===== config.mk =====
export PLATFORM = sky130hd
export DESIGN_NAME = alu_op_sequencer
export DESIGN_NICKNAME = d
export VERILOG_FILES = /design/src/rtl/alu_op_sequencer.sv
export SDC_FILE = /design/constraint.sdc
export NUM_CORES = 1
export LEC_CHECK = 0
export ABC_AREA = 0
export CAP_MARGIN = 25
export CORE_MARGIN = 2
export CORE_UTILIZATION = 52
export DETAILED_ROUTE_END_ITERATION = 12
export PLACE_DENSITY = 0.77
export SLEW_MARGIN = 20
export SYNTH_ARGS = -nofsm -noshare
export SYNTH_HDL_FRONTEND = slang
export SYNTH_SLANG_ARGS = --single-unit

===== constraint.sdc =====
create_clock -name clk -period 2.8 [get_ports clk]
set_clock_uncertainty 0.1 [all_clocks]
set_input_delay 0.42 -clock clk [delete_from_list [all_inputs] [get_ports clk]]
set_output_delay 0.42 -clock clk [all_outputs]
set_load 0.05 [all_outputs]

===== src/rtl/alu_op_sequencer.sv =====
// alu_op_sequencer
//   Command-driven sequencer for a small ALU. It accepts one command at a
//   time and returns one response for each command. Logic, add and shift
//   commands finish in one cycle. Multiply runs as a shift-add and divide
//   as a restoring divide, one bit per cycle over WIDTH cycles.
//
//   Handshake: both ports use valid/ready. A transfer happens on a rising
//   edge where valid && ready is true. The command side keeps its fields
//   stable while cmd_valid is high and cmd_ready is low. The sequencer keeps
//   rsp_result, rsp_zero and rsp_err stable while rsp_valid is high and
//   rsp_ready is low.
//
//   Optional feature: define ALU_SEQ_EARLY_EXIT_EN to let some commands
//   skip the iterative states and finish in one cycle:
//     - multiply when either operand is zero;
//     - divide when the dividend is smaller than a nonzero divisor.
//   The results are the same in both builds. Only the latency changes.
//
// Ports
//   clk, rst     clock; synchronous active-high reset
//   cmd_valid    command present                  (in)
//   cmd_ready    sequencer idle, can accept        (out)
//   cmd_op       0 AND 1 OR 2 NAND 3 XOR 4 ADD 5 MUL 6 DIV 7 SHIFT, others illegal
//   cmd_a        operand A, also dividend and shift source
//   cmd_b        operand B, also divisor
//   cmd_cin      carry-in for ADD
//   cmd_amt      shift amount
//   cmd_dir      shift direction: 0 left, 1 right; logical shift, zero fill
//   rsp_valid    response available               (out)
//   rsp_ready    consumer takes the response       (in)
//   rsp_result   packed 2*WIDTH result
//   rsp_zero     rsp_result == 0
//   rsp_err      illegal opcode or divide by zero
//   dbg_state    current FSM state: 0 IDLE, 1 MUL_IT, 2 DIV_IT, 3 DONE

module alu_op_sequencer #(
  parameter int WIDTH = 4,
  parameter int SAW   = $clog2(WIDTH)
) (
  input  logic                 clk,
  input  logic                 rst,
  input  logic                 cmd_valid,
  output logic                 cmd_ready,
  input  logic [3:0]           cmd_op,
  input  logic [WIDTH-1:0]     cmd_a,
  input  logic [WIDTH-1:0]     cmd_b,
  input  logic                 cmd_cin,
  input  logic [SAW-1:0]       cmd_amt,
  input  logic                 cmd_dir,
  output logic                 rsp_valid,
  input  logic                 rsp_ready,
  output logic [2*WIDTH-1:0]   rsp_result,
  output logic                 rsp_zero,
  output logic                 rsp_err,
  output logic [1:0]           dbg_state
);

  localparam logic [3:0] OP_AND   = 4'd0;
  localparam logic [3:0] OP_OR    = 4'd1;
  localparam logic [3:0] OP_NAND  = 4'd2;
  localparam logic [3:0] OP_XOR   = 4'd3;
  localparam logic [3:0] OP_ADD   = 4'd4;
  localparam logic [3:0] OP_MUL   = 4'd5;
  localparam logic [3:0] OP_DIV   = 4'd6;
  localparam logic [3:0] OP_SHIFT = 4'd7;

  // The counter value of the last iteration. That iteration also loads
  // the response registers, so the response appears WIDTH cycles after
  // a single-cycle command would.
  localparam logic [SAW-1:0] LAST_IT = SAW'(WIDTH - 1);

  typedef enum logic [1:0] {
    IDLE   = 2'd0,
    MUL_IT = 2'd1,
    DIV_IT = 2'd2,
    DONE   = 2'd3
  } state_t;

  state_t state, state_nx;

  logic [SAW-1:0]       cnt;
  logic [WIDTH-1:0]     a_q;      // dividend, which shifts into the quotient
  logic [WIDTH-1:0]     b_q;      // multiplier (shifts right) or divisor
  logic [2*WIDTH-1:0]   acc_q;    // product accumulator
  logic [2*WIDTH-1:0]   mcand_q;  // multiplicand, shifts left
  logic [WIDTH-1:0]     rem_q;    // partial remainder
  logic [2*WIDTH-1:0]   res_q;
  logic                 zero_q;
  logic                 err_q;

  logic                 cmd_accept;
  logic [2*WIDTH-1:0]   fast_res;
  logic                 fast_err;
  logic                 fast_done;
  logic [WIDTH:0]       add_sum;
  logic [WIDTH-1:0]     shift_y;
  logic [2*WIDTH-1:0]   mul_acc_nx;
  logic [WIDTH:0]       div_tmp;
  logic [WIDTH:0]       div_diff;
  logic                 div_ge;
  logic [WIDTH-1:0]     div_rem_nx;
  logic [WIDTH-1:0]     div_quo_nx;

  assign cmd_ready  = (state == IDLE);
  assign rsp_valid  = (state == DONE);
  assign rsp_result = res_q;
  assign rsp_zero   = zero_q;
  assign rsp_err    = err_q;
  assign dbg_state  = state;
  assign cmd_accept = cmd_valid && cmd_ready;

  // Compute the one-cycle result straight from the command fields.
  // fast_done is low only for multiply and divide commands that must run
  // the iterative states.
  always_comb begin
    fast_res  = '0;
    fast_err  = 1'b0;
    fast_done = 1'b1;
    add_sum   = {1'b0, cmd_a} + {1'b0, cmd_b} + {{WIDTH{1'b0}}, cmd_cin};
    shift_y   = cmd_dir ? (cmd_a >> cmd_amt) : (cmd_a << cmd_amt);
    case (cmd_op)
      OP_AND:   fast_res = {{WIDTH{1'b0}}, cmd_a & cmd_b};
      OP_OR:    fast_res = {{WIDTH{1'b0}}, cmd_a | cmd_b};
      OP_NAND:  fast_res = {{WIDTH{1'b0}}, ~(cmd_a & cmd_b)};
      OP_XOR:   fast_res = {{WIDTH{1'b0}}, cmd_a ^ cmd_b};
      OP_ADD:   fast_res = {{(WIDTH-1){1'b0}}, add_sum};
      OP_SHIFT: fast_res = {{WIDTH{1'b0}}, shift_y};
      OP_MUL: begin
`ifdef ALU_SEQ_EARLY_EXIT_EN
        if (cmd_a == '0 || cmd_b == '0) fast_res = '0;
        else                            fast_done = 1'b0;
`else
        fast_done = 1'b0;
`endif
      end
      OP_DIV: begin
        if (cmd_b == '0) begin
          // Divide by zero: the quotient is all ones and the remainder is A.
          fast_res = {cmd_a, {WIDTH{1'b1}}};
          fast_err = 1'b1;
        end else begin
`ifdef ALU_SEQ_EARLY_EXIT_EN
          if (cmd_a < cmd_b) fast_res = {cmd_a, {WIDTH{1'b0}}};
          else               fast_done = 1'b0;
`else
          fast_done = 1'b0;
`endif
        end
      end
      default:  fast_err = 1'b1;
    endcase
  end

  // One step of each iterative algorithm, computed from the current registers.
  always_comb begin
    mul_acc_nx = acc_q + (b_q[0] ? mcand_q : {2*WIDTH{1'b0}});
    div_tmp    = {rem_q, a_q[WIDTH-1]};
    div_diff   = div_tmp - {1'b0, b_q};
    div_ge     = (div_tmp >= {1'b0, b_q});
    div_rem_nx = div_ge ? div_diff[WIDTH-1:0] : div_tmp[WIDTH-1:0];
    div_quo_nx = {a_q[WIDTH-2:0], div_ge};
  end

  always_comb begin
    state_nx = state;
    case (state)
      IDLE: begin
        if (cmd_accept) begin
          if (fast_done)             state_nx = DONE;
          else if (cmd_op == OP_MUL) state_nx = MUL_IT;
          else                       state_nx = DIV_IT;
        end
      end
      MUL_IT, DIV_IT: begin
        if (cnt == LAST_IT) state_nx = DONE;
      end
      DONE: begin
        if (rsp_ready) state_nx = IDLE;
      end
      default: state_nx = IDLE;
    endcase
  end

  always_ff @(posedge clk) begin
    if (rst) state <= IDLE;
    else     state <= state_nx;
  end

  always_ff @(posedge clk) begin
    if (rst) begin
      cnt     <= '0;
      a_q     <= '0;
      b_q     <= '0;
      acc_q   <= '0;
      mcand_q <= '0;
      rem_q   <= '0;
      res_q   <= '0;
      zero_q  <= 1'b0;
      err_q   <= 1'b0;
    end else begin
      case (state)
        IDLE: begin
          if (cmd_accept) begin
            cnt     <= '0;
            a_q     <= cmd_a;
            b_q     <= cmd_b;
            acc_q   <= '0;
            mcand_q <= {{WIDTH{1'b0}}, cmd_a};
            rem_q   <= '0;
            res_q   <= fast_res;
            zero_q  <= (fast_res == '0);
            err_q   <= fast_err;
          end
        end
        MUL_IT: begin
          acc_q   <= mul_acc_nx;
          mcand_q <= mcand_q << 1;
          b_q     <= b_q >> 1;
          cnt     <= cnt + 1'b1;
          if (cnt == LAST_IT) begin
            res_q  <= mul_acc_nx;
            zero_q <= (mul_acc_nx == '0);
            err_q  <= 1'b0;
          end
        end
        DIV_IT: begin
          a_q   <= div_quo_nx;
          rem_q <= div_rem_nx;
          cnt   <= cnt + 1'b1;
          if (cnt == LAST_IT) begin
            res_q  <= {div_rem_nx, div_quo_nx};
            zero_q <= ({div_rem_nx, div_quo_nx} == '0);
            err_q  <= 1'b0;
          end
        end
        default: begin
        end
      endcase
    end
  end

endmodule


=== Yosys cells after proc, flatten, opt, wreduce, memory -nomap -nowiden ===
Cells that the tools add are included.

* Bits of input ports: 20
* Output and inout port bits: 14
* Latch bits: 0
* Bits in read-only memories: 0
* Bits in registers: 42
* Memory bits (writable): 0
* Memories kept: 0
* Logic and storage cells: 94

* Shift operators: 2
* Order comparisons: 1
* Reductions and logical operators: 19
* Div/mod/pow operators: 0
* Add/sub/neg operators: 5
* Multiplexer cells: 37
* Equal/unequal tests: 16
* Multiply operators: 0
* Bitwise logic cells: 4

{| class="wikitable"
|+ Operators by type and width
! kind !! count
|-
| two-way mux 8 bit || 7
|-
| case mux 8 bit (7 select lines) || 1
|-
| case mux 8 bit (2 select lines) || 2
|-
| zero test 8 bit || 3
|-
| case mux 4 bit (2 select lines) || 3
|-
| case mux 8 bit (3 select lines) || 1
|-
| two-way mux 4 bit || 5
|-
| == test 4 x 3 -> 1 bit, second input constant || 4
|-
| two-way mux 2 bit || 6
|-
| adder 8 bit || 1
|-
| == test 4 x 2 -> 1 bit, second input constant || 2
|-
| zero test 4 bit || 2
|-
| OR reduction 7 bit || 1
|-
| == test 2 bit, second input constant || 3
|-
| two-way mux 1 bit || 6
|-
| != test 2 x 1 -> 1 bit, second input constant || 3
|-
| case mux 1 bit (2 select lines) || 3
|-
| case mux 2 bit (3 select lines) || 1
|-
| AND reduction 2 bit || 3
|-
| AND reduction 3 bit || 2
|-
| nonzero test 2 bit || 3
|-
| adder 4 x 4 -> 5 bit || 1
|-
| adder 5 x 1 -> 5 bit || 1
|-
| >= comparator 5 x 4 -> 1 bit || 1
|-
| other kinds (18) || 19
|}

=== Longest topological paths before layout ===
* Word-level depth: 6
* Depth in mapped cells: 9
* Mapped depth without buffers: 9

=== Worst setup path after synthesis ===
OpenSTA, ideal clock, no wires.

* Kind: register to register
* From: register state[0] (netlist: dbg_state[0])
* To: register zero_q (netlist: rsp_zero)
* Arrival: 2766 ps
* Cell stages (with the launch flop): 9
* Setup slack: -135 ps
* Path buffers: 0
* Setup time: 69 ps
* Cell sequence: dfxtp_1 inv_1 ha_1 nor2b_1 nor3_4 o21bai_1 or4_1 o32a_1 o21ai_1

* Longest elaborated chain between the ends: 4
* Elaborated cells between the ends (all ways): 10
* Classes of those cells: eq/ne: 5; mux: 1; reduce/logical: 4

{| class="wikitable"
|+ RTL lines
! element !! RTL line !! text
|-
| start, declared || 79 || <nowiki>state_t state, state_nx;</nowiki>
|-
| start signal, assigned || 186 || <nowiki>else state <= state_nx;</nowiki>
|-
| zero test 2 bit * || 104 || <nowiki>assign cmd_ready = (state == IDLE);</nowiki>
|-
| named net cmd_ready || 43 || <nowiki>output logic cmd_ready,</nowiki>
|-
| logical AND 1 bit || 110 || <nowiki>assign cmd_accept = cmd_valid && cmd_ready;</nowiki>
|-
| != test 2 x 1 -> 1 bit (no source line) || n/a ||
|-
| AND reduction 4 bit (no source line) || n/a ||
|-
| end signal, assigned || 211 || <nowiki>zero_q <= (fast_res == '0);</nowiki>
|-
| end signal, assigned || 222 || <nowiki>zero_q <= (mul_acc_nx == '0);</nowiki>
|-
| end signal, assigned || 232 || <nowiki>zero_q <= ({div_rem_nx, div_quo_nx} == '0);</nowiki>
|-
| end, declared || 88 || <nowiki>logic zero_q;</nowiki>
|}

The timed path passes the listed nets; every way through them passes the cells marked *.
A chain may end at the register's enable or synchronous reset.

=== Final worst setup path ===
* From: register b_q[0]
* To: register zero_q (netlist: rsp_zero)

* Longest elaborated chain between the ends: 5
* Elaborated cells between the ends (all ways): 10
* Classes of those cells: add/sub: 2; order compare: 1; mux: 5; reduce/logical: 2

{| class="wikitable"
|+ RTL lines
! element !! RTL line !! text
|-
| start, declared || 83 || <nowiki>logic [WIDTH-1:0] b_q;</nowiki>
|-
| start signal, assigned || 206 || <nowiki>b_q <= cmd_b;</nowiki>
|-
| start signal, assigned || 218 || <nowiki>b_q <= b_q >> 1;</nowiki>
|-
| two-way mux 8 bit, or another cell as far along || 156 || <nowiki>mul_acc_nx = acc_q + (b_q[0] ? mcand_q : {2*WIDTH{1'b0}});</nowiki>
|-
| adder 8 bit or two-way mux 4 bit (tied branches) || 156, 160 ||
|-
| zero test 8 bit (on tied branches) || 222, 232 ||
|-
| two-way mux 1 bit (on tied branches) || 220, 230 ||
|-
| case mux 1 bit (3 select lines) * || 201 || <nowiki>case (state)</nowiki>
|}

Every way passes the cells marked *; elsewhere a longest branch is shown, timed or not. The select of a mux whose other input is x is not followed.

==> impl_table.tex <==
\begin{tabular}{lr}
\hline
Metric & Value \\
\hline
\multicolumn{2}{l}{\textbf{Status}} \\
\quad Outcome & finished, final reports clean \\
\multicolumn{2}{l}{\textbf{CTS}} \\
\quad CTS tree & built \\
\quad Number of CTS-inserted buffers & 5 \\
\quad Root buffer selected by CTS & sky130\_fd\_sc\_hd\_\_clkbuf\_8 \\
\quad Clock insertion delay at the later pin of the skew report & 300 ps \\
\quad Number of clock sinks & 42 \\
\quad Post-cts sizing count & 0 \\
\quad Maximum count of clock buffers along a single path & 2 \\
\quad Number of setup buffers added after CTS & 0 \\
\quad Clock input transition at the sequential cells of the worst setup and hold paths & 80 ps \\
\quad CTS Hold Bufs & 0 \\
\quad Number of H-tree branching levels & 2 \\
\multicolumn{2}{l}{\textbf{Global route}} \\
\quad Overall fraction of global-route tracks in use & 26.3\% \\
\quad Global-route wire length before repair & 15.1 mm \\
\quad Pin count of the biggest net entering global routing & 43 \\
\quad Via count of the first global-routing pass & 3,141 \\
\quad Initial antenna violation count & 0 \\
\quad Overflow after GRT & 0 \\
\multicolumn{2}{l}{\textbf{Timing}} \\
\quad Transition time at the pin with the least slew margin & 654 ps \\
\quad Unrepaired setup endpoints after global routing & false \\
\quad Clock period minus worst slack & 2720 ps \\
\quad Post-route fraction of the period consumed by the critical path & 97.2\% \\
\quad Total negative setup slack & 0 ps \\
\quad Number of hold violations in the final report & 0 \\
\quad Worst relative slew slack & 56.1\% \\
\quad Final worst-path setup slack & 79.4 ps \\
\quad Final Max Slew Viols & 0 \\
\quad Achievable clock frequency & 0.368 GHz \\
\quad Final setup violating endpoints & 0 \\
\multicolumn{2}{l}{\textbf{Drt}} \\
\quad Drt first-iter violations & 203 \\
\quad Post-detailed-route count of antenna-violating nets & 0 \\
\quad DRC violation count after routing & 0 \\
\quad Via count & 3,268 \\
\quad Detailed-route wire length & 9.01 mm \\
\quad Final routed wire length divided by cell count & 17.0 µm \\
\quad Drt first pass iters & 5 \\
\quad Vias per std cell & 6.15 \\
\multicolumn{2}{l}{\textbf{Worst setup path}} \\
\quad Cell breakdown of the critical path & and2\_1 -> ha\_2 -> fa\_2 -> xor2\_1 -> or4\_1 -> or4\_4 -> o32a\_1 -> o21ai\_1 \\
\quad Logic depth of the worst setup path including buffers & 8 \\
\quad Type of destination of the critical path & flip-flop \\
\quad Maximum fanout along the worst path & 3 \\
\quad Worst reg2reg path startpoint & b\_q[0]\$\_SDFFE\_PP0P\_ \\
\quad Crit path launch type & flip-flop \\
\quad Register-to-register setup slack & 80 ps \\
\quad Master of the slowest instance on the critical path & sky130\_fd\_sc\_hd\_\_or4\_1 \\
\quad Data arrival at the endpoint of the critical path & 2850 ps \\
\quad RR Endpoint & rsp\_zero\$\_SDFFE\_PP0P\_ \\
\quad Required time reported for the critical path endpoint & 2930 ps \\
\quad Timing endpoint of the critical path & rsp\_zero\$\_SDFFE\_PP0P\_ \\
\quad Worst setup path class & reg2reg \\
\quad Buffering stage count on the worst path with inverters included & 0 \\
\quad Setup crit start & b\_q[0]\$\_SDFFE\_PP0P\_ \\
\quad Largest stage delay on the critical path & 490 ps \\
\quad Critical path's top delay family & simple AND/OR/NAND/NOR gates \\
\quad Worst-case reg-to-reg path depth & 8 \\
\multicolumn{2}{l}{\textbf{Layout}} \\
\quad Synth-to-Final Area Change & 19.5\% \\
\quad Proportion of layout cells with a drive suffix above 1 & 11.7\% \\
\quad Final-stage net count & 502 \\
\quad Layout filler cell count & 586 \\
\quad Ant. Diodes & 0 \\
\quad Final design instance area without fill & 3940 µm² \\
\quad Layout Utilization & 63.1\% \\
\multicolumn{2}{l}{\textbf{Pwr}} \\
\quad Peak ir drop on the vdd network & 604 µV \\
\quad Leakage power total & 1.58 nW \\
\quad Power per standard cell area & 903 nW/µm² \\
\multicolumn{2}{l}{\textbf{Yosys}} \\
\quad List of most frequent post-synthesis cells & 42 x sky130\_fd\_sc\_hd\_\_dfxtp\_1, 34 x sky130\_fd\_sc\_hd\_\_nand2\_1, 34 x sky130\_fd\_sc\_hd\_\_nor2\_1 \\
\quad Post-synthesis cell type with the largest combined area & sky130\_fd\_sc\_hd\_\_dfxtp\_1 \\
\quad Mean post-synth cell area & 8.08 µm² \\
\quad Portion of the post-synthesis area used by sequential elements & 25.5\% \\
\quad Register bit total from synthesis & 42 \\
\quad Post-synth EDFFs & 0 \\
\quad Ranking of synthesized cells by area & sky130\_fd\_sc\_hd\_\_dfxtp\_1 26\%, sky130\_fd\_sc\_hd\_\_ha\_1 9.5\%, sky130\_fd\_sc\_hd\_\_mux2i\_1 4.9\% \\
\quad Cell area after technology mapping & 3300 µm² \\
\quad Distinct cell type count after synthesis & 69 \\
\quad Total number of yosys warnings & 0 \\
\quad Nets in the synthesized netlist & 457 \\
\quad Cell with the most instances after synthesis & sky130\_fd\_sc\_hd\_\_dfxtp\_1 \\
\quad Most common flop cell mapped by yosys & sky130\_fd\_sc\_hd\_\_dfxtp\_1 \\
\quad Portion of synthesized cell area occupied by the leading cell type & 25.5\% \\
\quad Count of mapped cells out of synthesis & 408 \\
\quad Async set-reset flop share out of synthesis & 0\% \\
\multicolumn{2}{l}{\textbf{Floorplanning}} \\
\quad Initial core utilization & 52.8\% \\
\quad Horizontal die dimension & 83.6 µm \\
\quad Overall die height & 83.6 µm \\
\quad Full die area & 6990 µm² \\
\quad Number of top-level pins & 34 \\
\quad Floorplan Core Area & 6240 µm² \\
\quad Row count & 29 \\
\multicolumn{2}{l}{\textbf{Placement}} \\
\quad Setup slack at placement & -250 ps \\
\quad Final Wtd Congestion & 0.980 \\
\quad Number of port buffers & 33 \\
\quad Area of placed instances & 3780 µm² \\
\quad Estimated wirelength of the detail-placed design & 6.79 mm \\
\multicolumn{2}{l}{\textbf{Min path}} \\
\quad Hold/Removal Path Class & reg2reg \\
\multicolumn{2}{l}{\textbf{Job}} \\
\quad Reported max-cap violation count & 0 \\
\hline
\end{tabular}
==> metrics by stage <==
step	hold slack, ps	total power, W	instances
2_1_floorplan	332	0.00235	408
3_3_place_gp	349	0.00287	523
3_5_place_dp	356	0.00292	523
4_1_cts	366	0.00352	531
5_1_grt	380	0.00378	531
6_report	361	0.00356	531
==> cells by family after synthesis <==
family	share of synthesized area [%]
DFF	25.5
xor gates and xnor gates	1.59
buffers and inverters	7.89
muxes	5.20
adders and majority gates	11.9
and+or+nand+nor	23.0
AOI/OAI and AO/OA	24.9
==> layout make-up <==
| type | instances | area [µm²] | share of cell area (%) |
|---|---|---|---|
| tap | 77 | 96.3 | 2.45 |
| inverter | 27 | 101 | 2.57 |
| timing repair buffer | 61 | 546 | 13.9 |
| sequential | 42 | 843 | 21.4 |
| clock inverter | 2 | 60.1 | 1.52 |
| clock buffer | 6 | 82.6 | 2.10 |
| multi-input combinational | 316 | 2210 | 56.1 |
==> power breakdown <==
| part | switching (W) | leakage (nW) | internal, W | total [W] |
|---|---|---|---|---|
| logic | 0.00128 | 1.17 | 0.000795 | 0.00208 |
| clock network | 0.000218 | 0.0714 | 0.000381 | 0.000599 |
| registers | 0.000133 | 0.344 | 0.000751 | 0.000884 |
| total | 0.00163 | 1.58 | 0.00193 | 0.00356 |
==> tightest hold or removal path, cell delays in order, from the launching register on <==
cell and delay [ps]:
sky130_fd_sc_hd__dfxtp_1 320, sky130_fd_sc_hd__nand2_1 50, sky130_fd_sc_hd__a21oi_1 50
==> flip-flops by register name, indices dropped and copies added, names as in the netlist <==
signal      cells
a_q             4
rsp_err         1
rsp_zero        1
b_q             4
cnt             2
acc_q           8
mcand_q         8
rem_q           4
rsp_result      8
dbg_state       2
==> how the worst min path moves through the flow <==
stage                               start               endpoint  slack [ps]  cells past startpoint
finish              rem_q[3]$_SDFFE_PP0P_  rem_q[3]$_SDFFE_PP0P_         360                      2
global route        rem_q[3]$_SDFFE_PP0P_  rem_q[3]$_SDFFE_PP0P_         380                      2
CTS                 rem_q[3]$_SDFFE_PP0P_  rem_q[3]$_SDFFE_PP0P_         370                      2
detailed placement  rem_q[3]$_SDFFE_PP0P_  rem_q[3]$_SDFFE_PP0P_         360                      2
global placement    rem_q[3]$_SDFFE_PP0P_  rem_q[3]$_SDFFE_PP0P_         350                      2
floorplan           rem_q[3]$_SDFFE_PP0P_  rem_q[3]$_SDFFE_PP0P_         330                      2
==> layer usage <==
layer  vias up  wire length (µm)  GRT usage (%)
li1       1601                 -              -
met3        23               397           4.25
met1      1532              3940           33.2
met4         0               223           8.21
met2       112              4450           45.8
met5         -                 0              0
==> placed cells by master (no fill, tap or decap), types with 4 or more instances in the layout <==
cell type and count:
sky130_fd_sc_hd__dfxtp_1 40, sky130_fd_sc_hd__nand2_1 34, sky130_fd_sc_hd__nor2_1 34, sky130_fd_sc_hd__clkdlybuf4s50_1 31
sky130_fd_sc_hd__a21oi_1 29, sky130_fd_sc_hd__buf_4 28, sky130_fd_sc_hd__inv_1 24, sky130_fd_sc_hd__ha_1 24
sky130_fd_sc_hd__nand3_1 19, sky130_fd_sc_hd__a211oi_1 17, sky130_fd_sc_hd__mux2i_1 16, sky130_fd_sc_hd__o21ai_0 14
sky130_fd_sc_hd__and2_1 9, sky130_fd_sc_hd__nor3_1 8, sky130_fd_sc_hd__nor4_1 7, sky130_fd_sc_hd__nor2b_1 6
sky130_fd_sc_hd__clkbuf_8 6, sky130_fd_sc_hd__xnor2_1 5, sky130_fd_sc_hd__o21ai_1 5, sky130_fd_sc_hd__nand2b_1 4
sky130_fd_sc_hd__o21a_1 4
Power figures use the tool's default switching activity.
==> RTL edit, RTL diff (same flow settings) <==
The parameter `WIDTH` goes from 4 to 2.
--- a/src/rtl/alu_op_sequencer.sv
+++ b/src/rtl/alu_op_sequencer.sv
@@ -36,3 +36,3 @@
 module alu_op_sequencer #(
-  parameter int WIDTH = 4,
+  parameter int WIDTH = 2,
   parameter int SAW   = $clog2(WIDTH)
Interface: changed (resized cmd_a, cmd_amt, cmd_b and rsp_result); port bits go from 34 to 25. No check against the original RTL was run, so the function may have changed too.
==> RTL edit against the unedited design <==
- core utilization up 0.73 points
- die area down 49%
- synthesized area down 51%
- cell count down 49%
- via count down 51%
- sequential cell count down 19
- cell area down 51%
- setup slack better by 0.22 ns
- synthesized cell count down 50%
- power down 52%
- routed wire length down 56%
- non-clock buffer count down 33
- largest cell class unchanged
==> RTL edit: results (changes against the unedited design) <==
[synth]
synth_nets = 235  ; -49%
synth_common_cells = 28 x nor2_1, 23 x dfxtp_1, 19 x inv_1, 14 x ha_1, 12 x a21oi_1
synthAdderAreaFrac_pct = 14.4  ; +2.5 points
synth_compound_area_share_pct = 25.8  ; +0.91 points

[setup_path]
regToRegStartpoint = dbg_state[0]
rr_worst_depth = 6  ; -2
crit_fanout = 8  ; +5
crit_path_end = cmd_ready
reg2reg_to = rsp_result[0]

[route]
wl_met2_mm = 1.96  ; -56%
routed-wl-met3_um = 218  ; -45%
drt_first_pass_iters = 4  ; -1
routed_wl_mm = 4.01  ; -56%
drt-initial-drc-count = 105  ; -48%
routed_wire_length_per_instance_um = 14.9  ; -12%

[global_routing]
grt_max_degree = 17  ; -60%
globalRouteMet2Util_pct = 41.9  ; -3.9 points
met3_usage_pct = 4.33  ; +0.076 points

[final_layout]
fill_cells = 277  ; -53%
drive_gt1_share_pct = 4.00  ; -7.7 points
nets = 258  ; -49%

[power]
p_leak_uw = 0.000783  ; -51%

[clock_tree]
clkSlewWorstSetupHoldPaths_ns = 0.13  ; +0.05 ns
clk-insertion-delay-late_ns = 0.32  ; +0.02 ns
cts_max_level = 1  ; -1
cts_made_buffers = 3  ; -2

[timing]
min_period_ns = 2.50  ; -0.217 ns

[place]
place_hpwl_mm = 3.19  ; -53%
dp_cells = 265  ; -49%
place_ws_ns = 0.203  ; +0.453 ns

[worst_hold_path]
hold_end = rsp_result[2]
min-delay-start = rsp_result[2]

[run_status]
outcome = finished, final reports clean

RTL edit: cell types whose count changed after synthesis, moves of 7 or more:
cell	unedited run	this run
nand2_1	34	11
dfxtp_1	42	23
a21oi_1	29	12
a211oi_1	17	3
nand3_1	19	5
mux2i_1	16	4
ha_1	25	14
a22oi_1	1	8
and2_1	9	2
RTL edit: power by group:
part           leakage, uW  switching, uW  internal [uW]
registers         0.000188           69.8            407
logic             0.000580            671            392
clock network    0.0000150           97.9           55.6
RTL edit: layout make-up:
| type | count | area, um2 | area share [%] |
|---|---|---|---|
| Clock buffer | 4 | 26.3 | 1.36 |
| Inverter | 19 | 71.3 | 3.69 |
| Multi-Input combinational cell | 151 | 1050 | 54.3 |
| Sequential cell | 23 | 460 | 23.8 |
| Tap cell | 44 | 55.1 | 2.85 |
| Timing Repair Buffer | 28 | 270 | 14.0 |
RTL edit: critical path, cell delays in order, from the launching register on:
cell	delay, ns
dfxtp_1	0.38
inv_1	0.12
ha_1	0.32
clkdlybuf4s50_1	0.85
